## src/rtl/keyexp_sched.sv

```systemverilog
// keyexp_sched: sequences top_keyexp through AES-128 rounds 1..10, stores the
// cipher key plus the ten expanded round keys, and serves any of the eleven
// through a registered read port.
module keyexp_sched #(
    parameter int unsigned TIMEOUT = 64
) (
    input  logic         clk,
    input  logic         rst_n,
    input  logic [127:0] key_in,
    input  logic         key_load,
    input  logic [3:0]   rk_rd_addr,
    output logic [127:0] rk_rd_data,
    output logic         keys_valid,
    output logic         busy,
    output logic         err,
    output logic [127:0] ke_key_out,
    output logic         ke_start_out,
    output logic [3:0]   ke_round_out,
    output logic         ke_en_de_out,
    input  logic [127:0] ke_key_in,
    input  logic         ke_ready_in
);

    localparam int unsigned CW = (TIMEOUT < 1) ? 1 : $clog2(TIMEOUT + 1);

    typedef enum logic [2:0] {
        S_IDLE,
        S_ISSUE,
        S_WAIT,
        S_DONE,
        S_ERR
    } state_t;

    state_t         state_q, state_d;
    logic [3:0]     round_q, round_d;
    logic           rdy_q;
    logic [CW-1:0]  cnt_q, cnt_d;
    logic [127:0]   rk_q [0:10];
    logic [127:0]   rk_d [0:10];
    logic [127:0]   rd_data_q, rd_data_d;
    logic [127:0]   ke_key_q, ke_key_d;
    logic [3:0]     ke_round_q, ke_round_d;
    logic           accept;

    // State register and all datapath flops
    always_ff @(posedge clk or negedge rst_n) begin
        if (!rst_n) begin
            state_q    <= S_IDLE;
            round_q    <= 4'd1;
            rdy_q      <= 1'b0;
            cnt_q      <= '0;
            for (int unsigned i = 0; i < 11; i++) rk_q[i] <= '0;
            rd_data_q  <= '0;
            ke_key_q   <= '0;
            ke_round_q <= '0;
        end else begin
            state_q    <= state_d;
            round_q    <= round_d;
            rdy_q      <= ke_ready_in;
            cnt_q      <= cnt_d;
            for (int unsigned i = 0; i < 11; i++) rk_q[i] <= rk_d[i];
            rd_data_q  <= rd_data_d;
            ke_key_q   <= ke_key_d;
            ke_round_q <= ke_round_d;
        end
    end

    // Next-state: key load overrides everything; WAIT accepts only a ready rising edge
    always_comb begin
        state_d    = state_q;
        round_d    = round_q;
        cnt_d      = cnt_q;
        rk_d       = rk_q;
        ke_key_d   = ke_key_q;
        ke_round_d = ke_round_q;
        accept     = (state_q == S_WAIT) && ke_ready_in && !rdy_q;

        if (key_load) begin
            rk_d[0]    = key_in;
            round_d    = 4'd1;
            state_d    = S_ISSUE;
            ke_key_d   = key_in;
            ke_round_d = 4'd1;
        end else begin
            case (state_q)
                S_ISSUE: begin
                    state_d = S_WAIT;
                    cnt_d   = '0;
                end
                S_WAIT: begin
                    if (accept) begin
                        for (int unsigned i = 1; i < 11; i++) begin
                            if (round_q == 4'(i)) rk_d[i] = ke_key_in;
                        end
                        if (round_q == 4'd10) begin
                            state_d = S_DONE;
                        end else begin
                            // ke_key_out for the next round is the key being stored now
                            round_d    = round_q + 4'd1;
                            state_d    = S_ISSUE;
                            ke_key_d   = ke_key_in;
                            ke_round_d = round_q + 4'd1;
                        end
                    end else if (cnt_q == CW'(TIMEOUT)) begin
                        state_d = S_ERR;
                    end else begin
                        cnt_d = cnt_q + CW'(1);
                    end
                end
                default: ;
            endcase
        end
    end

    // Read port: addresses past 10 read as zero
    always_comb begin
        rd_data_d = '0;
        for (int unsigned i = 0; i < 11; i++) begin
            if (rk_rd_addr == 4'(i)) rd_data_d = rk_q[i];
        end
    end

    // Output decode from state and registered key-expander drive
    always_comb begin
        ke_start_out = (state_q == S_ISSUE);
        busy         = (state_q == S_ISSUE) || (state_q == S_WAIT);
        keys_valid   = (state_q == S_DONE);
        err          = (state_q == S_ERR);
        ke_en_de_out = 1'b1;
        ke_key_out   = ke_key_q;
        ke_round_out = ke_round_q;
        rk_rd_data   = rd_data_q;
    end

endmodule

```

## config.mk

```make
export PLATFORM = sky130hd
export DESIGN_NAME = keyexp_sched
export DESIGN_NICKNAME = d
export VERILOG_FILES = /design/src/rtl/keyexp_sched.sv
export SDC_FILE = /design/constraint.sdc
export NUM_CORES = 2
export LEC_CHECK = 0
export CELL_PAD_IN_SITES_DETAIL_PLACEMENT = 0
export CELL_PAD_IN_SITES_GLOBAL_PLACEMENT = 2
export CORE_MARGIN = 2
export CORE_UTILIZATION = 34
export DETAILED_ROUTE_END_ITERATION = 10
export GPL_ROUTABILITY_DRIVEN = 0
export PLACE_DENSITY = 0.79
export SKIP_LAST_GASP = 1
export SLEW_MARGIN = 20
export SYNTH_ARGS = -nofsm -noshare
export SYNTH_HDL_FRONTEND = slang
export SYNTH_SLANG_ARGS = --single-unit
```

## constraint.sdc

```tcl
create_clock -name clk -period 7 [get_ports clk]
set_clock_uncertainty 0.05 [all_clocks]
set_input_delay 0.7 -clock clk [delete_from_list [all_inputs] [get_ports clk]]
set_output_delay 0.7 -clock clk [all_outputs]
set_load 0.02 [all_outputs]
```

==> metrics.cfg <==
[placement]
place_area_sq_um=82500
dpl.cell_count=8993
io_buffers=527
hpwl_mm=146

[critical_path]
required_ps=7640
critical_path.max_stage_delay_ps=610
slowest_stage=nand2_4
cp_max_fo=79
worstPathCellList=nand4bb_2 -> nor3_4 -> nor3b_2 -> nand2_4 -> buf_12 -> mux2_2
cp-end-kind=flop
start_kind=flop
cp_data_arrival_time_ps=4260
timing_worst_setup_path_type=reg2reg

[clocking]
cts_root_buffer=clkbuf_16
cts_buffers=189
numClockSinks=1680
cts_setup_buffers=0
ctsHtreeMaxLevel=4
cts_tree=done
cts_buffer_depth=3
clk_latency_ps=850
clkTransAtPathRegs_ps=60

[yosys]
yosys.area.top_type_share=0.560
synth_mux_area_frac=0.243
syn_area_per_cell_sq_um=12.3
synth-compound-area-share=0.111
ys.flop_type=dfrtp_1
ys_seq_area_frac=0.561
yosys.area_share.adder=0.00100
synth_cells=6119
ys_ff_latch=1680
synth_xor_area_frac=0.000467
yosysTopAreaCell=dfrtp_1
yosys-top-cells-area=dfrtp_1 (56%), mux2_2 (21%), a21oi_1 (2.7%)
ys_warn_count=0
synth_async_sr_flop_share=1.00
synth_nets=6389
synth_top_family_by_area=multiplexers
netlist_area_sq_um=75000
synthSimpleGateAreaFrac=0.0488
synth-edff-count=0
ys_types=61

[finish]
final_common_cell=dfrtp_1
drive_gt1_frac=0.290
area_growth_pct=18.6
multi_input_area_sq_um=30600
fin_cells=9354
mostFrequentLayoutCells=dfrtp_1 (1679), mux2_2 (1406), clkdlybuf4s50_1 (521)
nNetsFinal=6584
final_area_sq_um=88900
final-seq-area_sq_um=42000
fillers=20700

[routing]
vias_per_cell=5.52
met3_length_mm=16.2
wl_per_cell_um=26.8
dr.max_layer_used=met5
wl_met1_mm=110
dr_wl_met2_mm=117
vias=51600
ant_nets=0
drcViolationCount=0
drtIter0Drc=3994
wl_mm=251
dr.pass1.iters=5

[global_route]
grt_max_degree=176
grt_usage=0.220
grt_pass1_vias=53500
antenna_found_initial=22
grt_pass1_wl_mm=367
grt_overflow_total=0

[floorplanning]
dieArea_sq_um=224000
die_y_um=474
initial_core_util=0.342
core.rowCount=172
io_pins=529
core_area_sq_um=220000
die_w_um=474

[sta]
tns_ps=0
finalCritPeriodShare=0.518
setup_viol=0
slew_headroom=0.141
hold_violations=0
rsz0062_at_grt=no
max_freq_mhz=276
fin_crit_ps=3630
final-max-slew-violation-count=0
worst_pin_slew_ps=1290

[flow_run]
maxCapViolations=0

[power]
cellLeakagePower_nw=41.6
finalPower_w=0.0228
powerDensity_nw_per_um2=257
vdd_drop_max_mv=0.244

[run_status]
status=completed

[worst_hold_path]
hp-class=in2reg

[per-stage QoR]
stage               hold WS, ps   util  setup slack, ps
finish                      302  0.405             3370
global route                346  0.405             3240
CTS                         296  0.405             3380
detailed placement          423  0.376             2750
global placement            418  0.376             2760
floorplan                   354      -             4730
[cells in the mapped netlist, types with 5 or more instances]
cell and count:
mux2_2 1406, mux2i_1 196, a221oi_1 87, dfrtp_1 1679, a211o_1 31, inv_1 21
clkbuf_1 365, buf_4 14, o21a_1 16, nand3_1 10, a222oi_1 9, a22o_1 78
nor3_1 7, o22ai_1 298, or2_2 5, nor2b_1 29, ha_1 6, o21ai_0 176
a211oi_1 96, nor2_1 458, a32oi_1 16, o211ai_1 27, nand2b_1 96, mux2_1 33
a31oi_1 15, a22oi_1 15, nand2_1 225, a21oi_1 405, o22a_1 10, buf_1 42
buf_2 187, o221a_2 5
[final timing paths]
path / startpoint / to / slack (ps) / cells after the start
min in group asynchronous: rst_n / ke_key_out[31] / 510 / 2
setup reg to reg: state_q[0] / rk_q[929] / 3370 / 6
max in group asynchronous: rst_n / rk_q[320] / 4380 / 4
setup / recovery: state_q[0] / rk_q[929] / 3370 / 6
hold / removal: key_load / round_q[3] / 300 / 2
hold reg to reg: rk_q[102] / rk_rd_data[102] / 440 / 1
[where the power goes]
| group | leakage (nW) | switching [W] | total, W | internal (W) |
|---|---|---|---|---|
| registers | 22.6 | 0.000287 | 0.0104 | 0.0101 |
| logic | 15.8 | 0.00139 | 0.00228 | 0.000895 |
| clock network | 3.18 | 0.00426 | 0.0101 | 0.00589 |
| total | 41.6 | 0.00594 | 0.0228 | 0.0169 |
[timing repair]
item | 4_1_cts | 5_1_grt
endpoints found under the hold margin | 105 | 0
resized for setup | 0 | 0
hold buffers | 1 | 0
[layout make-up]
class | count | share of cell area
timing repair buffer | 612 | 0.0694
multi-input combinational | 3810 | 0.344
clock buffer | 284 | 0.0644
antenna | 12 | 0.000338
inverter | 21 | 0.000943
clock inverter | 64 | 0.00771
sequential | 1680 | 0.473
tap | 2871 | 0.0404
[metal layers]
metal / vias up / global-route usage
met2: 1554 / 0.358
met3: 350 / 0.0438
met5: - / 0
met1: 27200 / 0.296
li1: 22500 / -
met4: 6 / 0.0689
[flip-flops by register name, summed over array words and instances, names as in the netlist]
register,cells
ke_key_out,128
round_q,4
ke_round_out,1
rk_rd_data,128
cnt_q,7
state_q,3
rk_q,1408
rdy_q,1
[critical path: cells and delay by family, from the launching register on]
family	cells	cell delay, ps
buf+inv	1	540
flops	1	480
mux	1	380
simple gates	4	1900
[cells by family after synthesis]
logic type                 count (synthesis)
xor gates and xnor gates                   4
and+or+nand+nor                          853
other                                      1
DFF                                     1680
adders and majority gates                  6
AOI/OAI and AO/OA                       1309
buffers and inverters                    629
muxes                                   1637
Note: power is estimated with default switching activity, not from simulation.
